===== config.mk =====
export PLATFORM = sky130hd
export DESIGN_NAME = dc_fu_pixel_fifo_flat
export DESIGN_NICKNAME = d
export VERILOG_FILES = /design/src/rtl/dc_fu_pixel_fifo_if.sv /design/src/rtl/dc_fu_pixel_fifo.sv /design/src/flat_wrapper.sv
export SDC_FILE = /design/constraint.sdc
export NUM_CORES = 1
export LEC_CHECK = 0
export CAP_MARGIN = 15
export CORE_ASPECT_RATIO = 0.6
export CORE_UTILIZATION = 56
export DETAILED_ROUTE_END_ITERATION = 7
export PLACE_DENSITY = 0.73
export SLEW_MARGIN = 20
export SYNTH_ARGS = -nofsm -noshare
export SYNTH_HDL_FRONTEND = slang
export SYNTH_SLANG_ARGS = --single-unit

===== constraint.sdc =====
create_clock -name clk -period 3.6 [get_ports clk]
set_clock_uncertainty 0.1 [all_clocks]
set_input_delay 0.36 -clock clk [delete_from_list [all_inputs] [get_ports clk]]
set_output_delay 0.36 -clock clk [all_outputs]
set_load 0.05 [all_outputs]

===== src/rtl/dc_fu_pixel_fifo_if.sv =====
`default_nettype none
// ============================================================================
// Module   : dc_fu_pixel_fifo_if
// Brief    : AXI read-data snoop and pixel-stream bundle for dc_fu_pixel_fifo.
//            PIX_W defaults to 24 when DC_FU_PIXEL_RGB888_EN is defined.
// Revision : 1.0 - initial release
// ============================================================================
interface dc_fu_pixel_fifo_if #(
    parameter int DATA_WIDTH = 16,
`ifdef DC_FU_PIXEL_RGB888_EN
    parameter int PIX_W      = 24
`else
    parameter int PIX_W      = 16
`endif
);
    logic [DATA_WIDTH-1:0] axi_rdata;
    logic                  axi_rvalid;
    logic                  axi_rready;
    logic [PIX_W-1:0]      pix_data;
    logic                  pix_valid;
    logic                  pix_ready;

    // master: DMA/scaler side; slave: the FIFO
    modport master (
        output axi_rdata, axi_rvalid, axi_rready, pix_ready,
        input  pix_data, pix_valid
    );
    modport slave (
        input  axi_rdata, axi_rvalid, axi_rready, pix_ready,
        output pix_data, pix_valid
    );
endinterface
`default_nettype wire


===== src/rtl/dc_fu_pixel_fifo.sv =====
`default_nettype none
// ============================================================================
// Module   : dc_fu_pixel_fifo
// Brief    : Snoops accepted AXI read beats into a show-ahead FIFO feeding the
//            scaler. Optional RGB565->RGB888 read-path expansion via macro
//            DC_FU_PIXEL_RGB888_EN.
// Revision : 1.0 - initial release
// ============================================================================
module dc_fu_pixel_fifo #(
    parameter int DATA_WIDTH    = 16,
    parameter int DEPTH_LOG2    = 6,
    parameter int MAX_BURST_LEN = 4
) (
    input  logic                clk,
    input  logic                nrst,
    input  logic                en,
    input  logic                flush,
    dc_fu_pixel_fifo_if.slave   bus,
    output logic [DEPTH_LOG2:0] level,
    output logic                empty,
    output logic                burst_space,
    output logic                overflow
);
    localparam int                c_DEPTH = 2 ** DEPTH_LOG2;
    localparam logic [DEPTH_LOG2:0] c_DEPTH_W = (DEPTH_LOG2 + 1)'(c_DEPTH);
    localparam logic [DEPTH_LOG2:0] c_BURST   = (DEPTH_LOG2 + 1)'(2 ** MAX_BURST_LEN);

    logic [DATA_WIDTH-1:0] r_mem [c_DEPTH];
    logic [DEPTH_LOG2-1:0] r_rd_ptr;
    logic [DEPTH_LOG2-1:0] r_wr_ptr;
    logic [DEPTH_LOG2:0]   r_level;
    logic                  r_overflow;

    logic                  w_push;
    logic                  w_pop;
    logic                  w_full;
    logic                  w_wr_ok;
    logic                  w_drop;
    logic [DEPTH_LOG2:0]   w_free;
    logic [DATA_WIDTH-1:0] w_head;

    assign w_push  = en && bus.axi_rvalid && bus.axi_rready;
    assign w_pop   = en && bus.pix_valid && bus.pix_ready;
    assign w_full  = (r_level == c_DEPTH_W);
    // A pop in the same cycle frees the slot, so push-at-full is lossless then
    assign w_wr_ok = w_push && (!w_full || w_pop);
    assign w_drop  = w_push && w_full && !w_pop;

    always_ff @(posedge clk or negedge nrst) begin
        if (!nrst) begin
            r_rd_ptr   <= '0;
            r_wr_ptr   <= '0;
            r_level    <= '0;
            r_overflow <= 1'b0;
        end else if (flush) begin
            r_rd_ptr   <= '0;
            r_wr_ptr   <= '0;
            r_level    <= '0;
            r_overflow <= 1'b0;
        end else begin
            if (w_wr_ok) begin
                r_wr_ptr <= r_wr_ptr + 1'b1;
            end
            if (w_pop) begin
                r_rd_ptr <= r_rd_ptr + 1'b1;
            end
            if (w_wr_ok && !w_pop) begin
                r_level <= r_level + 1'b1;
            end else if (w_pop && !w_wr_ok) begin
                r_level <= r_level - 1'b1;
            end
            if (w_drop) begin
                r_overflow <= 1'b1;
            end
        end
    end

    always_ff @(posedge clk) begin
        if (w_wr_ok && !flush) begin
            r_mem[r_wr_ptr] <= bus.axi_rdata;
        end
    end

    assign w_head        = r_mem[r_rd_ptr];
    assign w_free        = c_DEPTH_W - r_level;
    assign bus.pix_valid = en && (r_level != '0);
    assign level         = r_level;
    assign empty         = (r_level == '0);
    assign burst_space   = (w_free >= c_BURST);
    assign overflow      = r_overflow;

`ifdef DC_FU_PIXEL_RGB888_EN
    // Replicate MSBs into the low bits so full-scale 565 maps to full-scale 888
    assign bus.pix_data = {w_head[15:11], w_head[15:13],
                           w_head[10:5],  w_head[10:9],
                           w_head[4:0],   w_head[4:2]};
`else
    assign bus.pix_data = w_head;
`endif

endmodule
`default_nettype wire


===== src/flat_wrapper.sv =====
// flat-port wrapper written by rule: the top's interface ports become plain ports
module dc_fu_pixel_fifo_flat 
#(
    parameter int DATA_WIDTH    = 16,
    parameter int DEPTH_LOG2    = 6,
    parameter int MAX_BURST_LEN = 4
)
  (clk, nrst, en, flush, level, empty, burst_space, overflow, bus_axi_rdata, bus_axi_rvalid, bus_axi_rready, bus_pix_ready, bus_pix_data, bus_pix_valid);
  dc_fu_pixel_fifo_if #(.DATA_WIDTH(DATA_WIDTH), .PIX_W((16))) bus_i ();
  input  logic clk;
  input  logic nrst;
  input  logic en;
  input  logic flush;
  output logic [DEPTH_LOG2:0] level;
  output logic empty;
  output logic burst_space;
  output logic overflow;
  input wire logic [$bits(bus_i.axi_rdata)-1:0] bus_axi_rdata;
  input wire logic [$bits(bus_i.axi_rvalid)-1:0] bus_axi_rvalid;
  input wire logic [$bits(bus_i.axi_rready)-1:0] bus_axi_rready;
  input wire logic [$bits(bus_i.pix_ready)-1:0] bus_pix_ready;
  output wire logic [$bits(bus_i.pix_data)-1:0] bus_pix_data;
  output wire logic [$bits(bus_i.pix_valid)-1:0] bus_pix_valid;
  assign bus_i.axi_rdata = bus_axi_rdata;
  assign bus_i.axi_rvalid = bus_axi_rvalid;
  assign bus_i.axi_rready = bus_axi_rready;
  assign bus_i.pix_ready = bus_pix_ready;
  assign bus_pix_data = bus_i.pix_data;
  assign bus_pix_valid = bus_i.pix_valid;
  dc_fu_pixel_fifo #(.DATA_WIDTH(DATA_WIDTH), .DEPTH_LOG2(DEPTH_LOG2), .MAX_BURST_LEN(MAX_BURST_LEN)) u_core (.clk(clk), .nrst(nrst), .en(en), .flush(flush), .bus(bus_i), .level(level), .empty(empty), .burst_space(burst_space), .overflow(overflow));
endmodule

==> results_tabular.tex, run 1 <==
\begin{tabular}{lr}
\hline
Metric & Value \\
\hline
\multicolumn{2}{l}{\textbf{Worst setup path}} \\
Worst path max stage delay & 0.58 ns \\
Critical path cell sequence & buf\_6, buf\_12, buf\_16, mux4\_2, a211oi\_4, buf\_4, o41ai\_2, and3\_4, buf\_12 \\
Highest net fanout along the worst path & 11 \\
Setup crit start kind & flop \\
Data required time at the worst endpoint & 3.14 ns \\
Cell with the biggest individual delay on the critical path & sky130\_fd\_sc\_hd\_\_mux4\_2 \\
CP endpoint kind & output port \\
Cell family with most CP delay & buffers and inverters \\
Category of the most critical setup path & flop to output port \\
Worst Path Arrival & 3.24 ns \\
Cell repeated most along the worst path & sky130\_fd\_sc\_hd\_\_buf\_12 \\
Buf+Inv Stages, Crit Path & 5 \\
\multicolumn{2}{l}{\textbf{Power}} \\
Max VDD drop & 526 µV \\
Power per standard cell area & 567 nW/µm² \\
Leakage dissipation & 14.9 nW \\
Total Power & 27.4 mW \\
\multicolumn{2}{l}{\textbf{Yosys}} \\
Top\_reg\_cell synth & sky130\_fd\_sc\_hd\_\_edfxtp\_1 \\
Post-synthesis instance total & 1965 \\
Share of synthesized flip-flops with an asynchronous set or reset & 1.92\% \\
Flip-flop and latch count after synthesis & 1044 \\
EDFF count, synth & 1024 \\
Post-Syn Area & 40800 µm² \\
Post-Synthesis Mean Instance Area & 20.8 µm² \\
Net Count, Synth & 1997 \\
Count of different cell masters after synthesis & 59 \\
Part of the Yosys area used for sequential elements & 76.6\% \\
Number of warnings issued by yosys & 0 \\
\multicolumn{2}{l}{\textbf{Finish}} \\
Nets & 2267 \\
Commonest cells after routing, fill and taps aside & 1024 x sky130\_fd\_sc\_hd\_\_edfxtp\_1, 196 x sky130\_fd\_sc\_hd\_\_mux4\_2, 192 x sky130\_fd\_sc\_hd\_\_buf\_4 \\
Filler cell count & 4535 \\
Fraction of layout instances using a drive strength above 1 & 32.9\% \\
Area delta synth->final & 18.4\% \\
Most frequent standard cell in the layout excluding fill and tap cells & sky130\_fd\_sc\_hd\_\_edfxtp\_1 \\
\multicolumn{2}{l}{\textbf{Drt}} \\
Number of DRC markers in iteration 0 & 3313 \\
Post-DR vias/cell & 6.64 \\
Wire per inst & 32.7 µm \\
TritonRoute pass-1 iters & 5 \\
Vias & 21700 \\
Remaining DRCs & 0 \\
Routed wire length & 107000 µm \\
Post-detailed-route count of antenna-violating nets & 0 \\
\multicolumn{2}{l}{\textbf{Clock network}} \\
Bufs on Longest Clock Path & 3 \\
Clock root buffer & sky130\_fd\_sc\_hd\_\_clkbuf\_16 \\
Clock transition at the registers of the reported paths & 0.08 ns \\
H-tree levels & 3 \\
Clock latency on the worst-skew pair & 0.66 ns \\
TritonCTS clock tree & done \\
CTS sink cnt & 1044 \\
Inserted Clock Buffers & 88 \\
\multicolumn{2}{l}{\textbf{Timing}} \\
Slew @ Worst Pin & 1.13 ns \\
Number of setup violations in the final report & 12 \\
Slew HR & 24.8\% \\
Final Slew Violations & 0 \\
Worst Slack Setup Final & -0.0960 ns \\
Highest clock rate & 0.271 GHz \\
Final min period & 3.70 ns \\
Unrepaired setup endpoints after global routing & yes \\
Final count of hold timing violations & 0 \\
Minimum hold slack & 0.129 ns \\
Setup TNS & -0.465 ns \\
Tcrit/Tclk final & 103\% \\
\multicolumn{2}{l}{\textbf{Run status}} \\
Run status & complete, but fails checks \\
Violations in the final reports & setup timing \\
\multicolumn{2}{l}{\textbf{GRT}} \\
Via count of the first global-routing pass & 21400 \\
GRT Resource Usage Total & 29.2\% \\
First-pass GRT wire length & 151000 µm \\
Largest net degree at the start of global routing & 65 \\
Initial antenna violation count & 1 \\
Global route total overflow & 0 \\
\multicolumn{2}{l}{\textbf{Floorplan}} \\
Boundary pin count & 50 \\
Number of placement rows & 76 \\
Die Ht & 211 µm \\
Initial core utilization & 56.7\% \\
Die Wd & 350 µm \\
Core footprint & 71900 µm² \\
Total Die Area & 73900 µm² \\
\multicolumn{2}{l}{\textbf{Placed design}} \\
Routability-driven placement congestion ratio & 0.926 \\
Sum of net half-perimeters after detailed placement & 62700 µm \\
Buffers added on ports & 49 \\
\multicolumn{2}{l}{\textbf{Job}} \\
Max-capacitance violation count & 0 \\
\multicolumn{2}{l}{\textbf{Worst hold path}} \\
Path class of the lowest-slack min-delay path & input port to async pin \\
\hline
\end{tabular}
==> state kept, by name, indices dropped and copies added, names as in the netlist <==
register / cells
u_core.overflow: 1
u_core.level: 7
u_core.r_rd_ptr: 6
u_core.r_wr_ptr: 6
u_core.r_mem: 1024
==> through the flow <==
stage	area [µm²]	instances	utilization, %	setup WS [ns]
6_report	48300	3275	67.1	-0.0960
5_1_grt	48300	3274	67.1	-0.123
4_1_cts	47800	3258	66.5	-0.0741
3_5_place_dp	43600	3067	60.7	0.175
3_3_place_gp	43600	3066	60.7	0.179
2_1_floorplan	40800	1965	-	0.212
==> routing by layer <==
metal | track usage (%) | wire length [µm]
met1 | 43.9 | 42400
met2 | 42.3 | 47900
met3 | 8.77 | 14200
met4 | 7.48 | 2610
met5 | 0 | 0
==> worst paths after layout <==
kind / from / to / slack [ns] / cells after the start
min in group clk: bus_axi_rdata[7] / u_core.r_mem[0][7]$_DFFE_PP_ / 0.18 / 1
max in group asynchronous: nrst / u_core.r_rd_ptr[2]$_DFFE_PN0P_ / 2.86 / 2
worst min-delay path: nrst / u_core.r_wr_ptr[5]$_DFFE_PN0P_ / 0.13 / 2
worst max-delay path: u_core.r_rd_ptr[0]$_DFFE_PN0P_ / bus_pix_data[9] / -0.1 / 9
worst max register to register: u_core.level[0]$_DFFE_PN0P_ / u_core.level[6]$_DFFE_PN0P_ / 0.53 / 11
worst min register to register: u_core.overflow$_DFFE_PN0P_ / u_core.overflow$_DFFE_PN0P_ / 0.41 / 2
==> where the power goes <==
group          internal (mW)  switching (mW)  total, mW
sequential              13.4          0.0697       13.4
clock                   4.97            4.22       9.19
combinational           2.32            2.41       4.73
==> synthesized netlist by cell type, drive strengths merged, types with 10 or more instances <==
cell | instances | share of area, %
buf | 76 | 1.3
nor3 | 12 | 0.15
mux2 | 14 | 0.39
clkbuf | 43 | 0.40
a21oi | 23 | 0.29
nor2 | 105 | 0.97
dfrtp | 20 | 1.2
nand2 | 26 | 0.24
edfxtp | 1024 | 75
a22oi | 14 | 0.26
mux4 | 196 | 11
o21ai | 16 | 0.20
mux2i | 163 | 4.0
o22ai | 55 | 0.84
a211oi | 28 | 0.52
a2111oi | 10 | 0.29
==> cell type report <==
cell class / instances / area (µm²) / area share (%)
Sequential cell: 1044 / 31300 / 64.8
Tap cell: 975 / 1220 / 2.53
Inverter: 6 / 22.5 / 0.0467
Clock inverter: 50 / 374 / 0.775
Antenna cell: 1 / 2.50 / 0.00518
Timing Repair Buffer: 299 / 3240 / 6.71
Clock buffer: 104 / 2330 / 4.82
Multi-Input combinational cell: 796 / 9820 / 20.3
==> logic make-up after synthesis <==
| logic type | count (synthesis) | share of synthesized area, % |
|---|---|---|
| AOI/OAI and AO/OA | 197 | 3.45 |
| buffers and inverters | 125 | 1.76 |
| and+or+nand+nor | 205 | 2.39 |
| adders and majority gates | 9 | 0.295 |
| DFF | 1044 | 76.6 |
| xor gates and xnor gates | 12 | 0.258 |
| muxes | 373 | 15.2 |
==> repair_timing <==
action | in CTS | in global routing
endpoints found under the hold margin | 0 | 20
gates cloned | 10 | 3
pin swaps | 37 | 23
setup buffers | 33 | 14
setup endpoints to repair | 16 | 16
gates resized for setup | 191 | 57
hold buffers | 0 | 1
Power figures use the tool's default switching activity.
==> inputs of run 2 (changes only) <==
--- a/config.mk
+++ b/config.mk
@@ -10,6 +10,7 @@
 export CORE_UTILIZATION = 56
 export DETAILED_ROUTE_END_ITERATION = 7
 export PLACE_DENSITY = 0.73
+export SETUP_SLACK_MARGIN = 0.5
 export SLEW_MARGIN = 20
 export SYNTH_ARGS = -nofsm -noshare
 export SYNTH_HDL_FRONTEND = slang
==> run 2 against run 1 <==
  * The run still ends with setup timing left
  * Die area stayed put
  * Register-to-register slack better by 0.15 ns
  * Cell area is 0.12% higher
  * Critical path depth stayed put
  * Maximum frequency is 2.2% lower
  * Setup slack worse by 0.082 ns
  * Cell count is 0.79% higher
  * Largest cell class unchanged
  * Highest routed layer unchanged
==> results_tabular.tex, run 2 (synthesis gave the netlist of run 1 again) <==
\begin{tabular}{lr}
\hline
Metric & Value \\
\hline
\multicolumn{2}{l}{\textbf{Clock network}} \\
H-tree levels & 3 (unchanged) \\
Clock transition at the registers of the reported paths & 0.07 ns (was 0.08 ns) \\
Clock root buffer & sky130\_fd\_sc\_hd\_\_clkbuf\_16 (unchanged) \\
CTS sink cnt & 1044 (unchanged) \\
Inserted Clock Buffers & 90 (was 88) \\
Clock latency on the worst-skew pair & 0.65 ns (was 0.66 ns) \\
Bufs on Longest Clock Path & 3 (unchanged) \\
TritonCTS clock tree & done (unchanged) \\
\multicolumn{2}{l}{\textbf{GRT}} \\
First-pass GRT wire length & 152000 µm (was 151000 µm) \\
Via count of the first global-routing pass & 21300 (was 21400) \\
Initial antenna violation count & 2 (was 1) \\
Largest net degree at the start of global routing & 65 (unchanged) \\
GRT Resource Usage Total & 29.5\% (was 29.2\%) \\
Global route total overflow & 0 (unchanged) \\
\multicolumn{2}{l}{\textbf{Drt}} \\
TritonRoute pass-1 iters & 6 (was 5) \\
Post-DR vias/cell & 6.64 (about the same) \\
Post-detailed-route count of antenna-violating nets & 0 (unchanged) \\
Wire per inst & 32.8 µm (was 32.7 µm) \\
Routed wire length & 108000 µm (was 107000 µm) \\
Remaining DRCs & 0 (unchanged) \\
Vias & 21900 (was 21700) \\
Number of DRC markers in iteration 0 & 3169 (was 3313) \\
\multicolumn{2}{l}{\textbf{Floorplan}} \\
Die Ht & 211 µm (unchanged) \\
Boundary pin count & 50 (unchanged) \\
Number of placement rows & 76 (unchanged) \\
Initial core utilization & 56.7\% (unchanged) \\
Core footprint & 71900 µm² (unchanged) \\
Die Wd & 350 µm (unchanged) \\
Total Die Area & 73900 µm² (unchanged) \\
\multicolumn{2}{l}{\textbf{Timing}} \\
Final Slew Violations & 0 (unchanged) \\
Highest clock rate & 0.265 GHz (was 0.271 GHz) \\
Setup TNS & -1.29 ns (was -0.465 ns) \\
Tcrit/Tclk final & 105\% (was 103\%) \\
Unrepaired setup endpoints after global routing & yes (unchanged) \\
Final count of hold timing violations & 0 (unchanged) \\
Final min period & 3.78 ns (was 3.70 ns) \\
Minimum hold slack & 0.0748 ns (was 0.129 ns) \\
Number of setup violations in the final report & 13 (was 12) \\
Slew HR & 24.4\% (was 24.8\%) \\
Worst Slack Setup Final & -0.178 ns (was -0.0960 ns) \\
Slew @ Worst Pin & 1.13 ns (about the same) \\
\multicolumn{2}{l}{\textbf{Finish}} \\
Nets & 2290 (was 2267) \\
Most frequent standard cell in the layout excluding fill and tap cells & sky130\_fd\_sc\_hd\_\_edfxtp\_1 (unchanged) \\
Final cell count without fillers & 3301 (was 3275) \\
Commonest cells after routing, fill and taps aside & 1024 x sky130\_fd\_sc\_hd\_\_edfxtp\_1, 219 x sky130\_fd\_sc\_hd\_\_buf\_4, 196 x sky130\_fd\_sc\_hd\_\_mux4\_2 (was 1024 x sky130\_fd\_sc\_hd\_\_edfxtp\_1, 196 x sky130\_fd\_sc\_hd\_\_mux4\_2, 192 x sky130\_fd\_sc\_hd\_\_buf\_4) \\
Flip-flop count of the largest register after layout & 1024 (unchanged) \\
Fraction of layout instances using a drive strength above 1 & 33.3\% (was 32.9\%) \\
Area delta synth->final & 18.5\% (was 18.4\%) \\
Post-route cell area & 48300 µm² (about the same) \\
Post-layout utilization of the core & 67.2\% (was 67.1\%) \\
Largest register by flop count & u\_core.r\_mem (unchanged) \\
Antenna fix cells & 0 (was 1) \\
\multicolumn{2}{l}{\textbf{Worst setup path}} \\
Highest net fanout along the worst path & 6 (was 11) \\
Worst Path Arrival & 3.32 ns (was 3.24 ns) \\
Category of the most critical setup path & flop to output port (unchanged) \\
CP endpoint kind & output port (unchanged) \\
Depth of the most critical reg-to-reg path & 12 (was 11) \\
Data required time at the worst endpoint & 3.14 ns (about the same) \\
Setup crit start kind & flop (unchanged) \\
\multicolumn{2}{l}{\textbf{Placed design}} \\
Pre-CTS setup slack & 0.0371 ns (was 0.175 ns) \\
Routability-driven placement congestion ratio & 0.910 (was 0.926) \\
Sum of net half-perimeters after detailed placement & 64800 µm (was 62700 µm) \\
Buffers added on ports & 49 (unchanged) \\
Placed Cells incl. Taps & 3075 (was 3067) \\
Cell area reported after detailed placement & 43700 µm² (was 43600 µm²) \\
\multicolumn{2}{l}{\textbf{Worst hold path}} \\
Cell depth of the worst hold path & 1 \\
Path class of the lowest-slack min-delay path & input port to flop (was input port to async pin) \\
\multicolumn{2}{l}{\textbf{Power}} \\
Total Power & 27.9 mW (was 27.4 mW) \\
Leakage dissipation & 15.1 nW (was 14.9 nW) \\
Power per standard cell area & 577 nW/µm² (was 567 nW/µm²) \\
Max VDD drop & 393 µV (was 526 µV) \\
\multicolumn{2}{l}{\textbf{Run status}} \\
Violations in the final reports & setup timing (unchanged) \\
Run status & complete, but fails checks (unchanged) \\
\multicolumn{2}{l}{\textbf{Job}} \\
Max-capacitance violation count & 0 (unchanged) \\
\hline
\end{tabular}
run 2: cell types whose count changed in the layout (fill, tap and decap cells not counted), sizes merged, moves of 2 or more:
cell | previous run | this run
buf | 275 | 296
clkinv | 37 | 41
bufinv | 5 | 8
clkdlybuf4s50 | 16 | 13
dlygate4sd2 | 0 | 2
run 2: layout make-up:
type | count | area (µm²)
Clock buffer | 104 | 2380
Timing Repair Buffer | 320 | 3320
Inverter | 6 | 25.0
Tap cell | 975 | 1220
Multi-Input combinational cell | 796 | 9640
Sequential cell | 1044 | 31300
Clock inverter | 56 | 473
Fill cell | 4424 | 23600
run 2: critical path: stages (launching register included):
cell	delay (ns)
sky130_fd_sc_hd__dfrtp_4	0.52
sky130_fd_sc_hd__buf_12	0.16
sky130_fd_sc_hd__buf_12	0.14
sky130_fd_sc_hd__or3b_4	0.51
sky130_fd_sc_hd__buf_12	0.19
sky130_fd_sc_hd__o22ai_4	0.17
sky130_fd_sc_hd__a211oi_2	0.06
sky130_fd_sc_hd__o41ai_1	0.37
sky130_fd_sc_hd__and3_2	0.36
sky130_fd_sc_hd__buf_12	0.17
run 2: final timing paths:
check                                                from                             end  slack, ns
max                        u_core.r_rd_ptr[0]$_DFFE_PN0P_                 bus_pix_data[0]      -0.18
min                                      bus_axi_rdata[1]   u_core.r_mem[43][1]$_DFFE_PP_       0.07
max reg2reg                   u_core.level[5]$_DFFE_PN0P_     u_core.level[6]$_DFFE_PN0P_       0.68
min reg2reg                   u_core.overflow$_DFFE_PN0P_     u_core.overflow$_DFFE_PN0P_       0.46
max in group asynchronous                            nrst  u_core.r_rd_ptr[2]$_DFFE_PN0P_       2.85
min in group asynchronous                            nrst     u_core.level[5]$_DFFE_PN0P_       0.13
run 2: power by group:
group | total [mW] | switching (mW) | internal, mW
Sequential | 13.4 | 0.0609 | 13.4
Clock | 9.56 | 4.27 | 5.29
Combinational | 4.87 | 2.51 | 2.36
run 2: what timing repair did:
action,CTS,global route
pin swaps,25,36
hold buffers,0,1
cloned,7,3
resized for setup,121,94
setup buffers,25,29
hold endpoints to repair,0,20
endpoints found under the setup margin,19,18
run 2: per-layer routing:
metal  track usage [%]  vias to the layer above  part of all wire [%]
met5                 0                        -                     0
met4              9.40                        0                   3.1
met3              11.1                      219                    15
met2              40.8                     1504                    43
met1              43.8                    11500                    39
li1                  -                     8739                     -
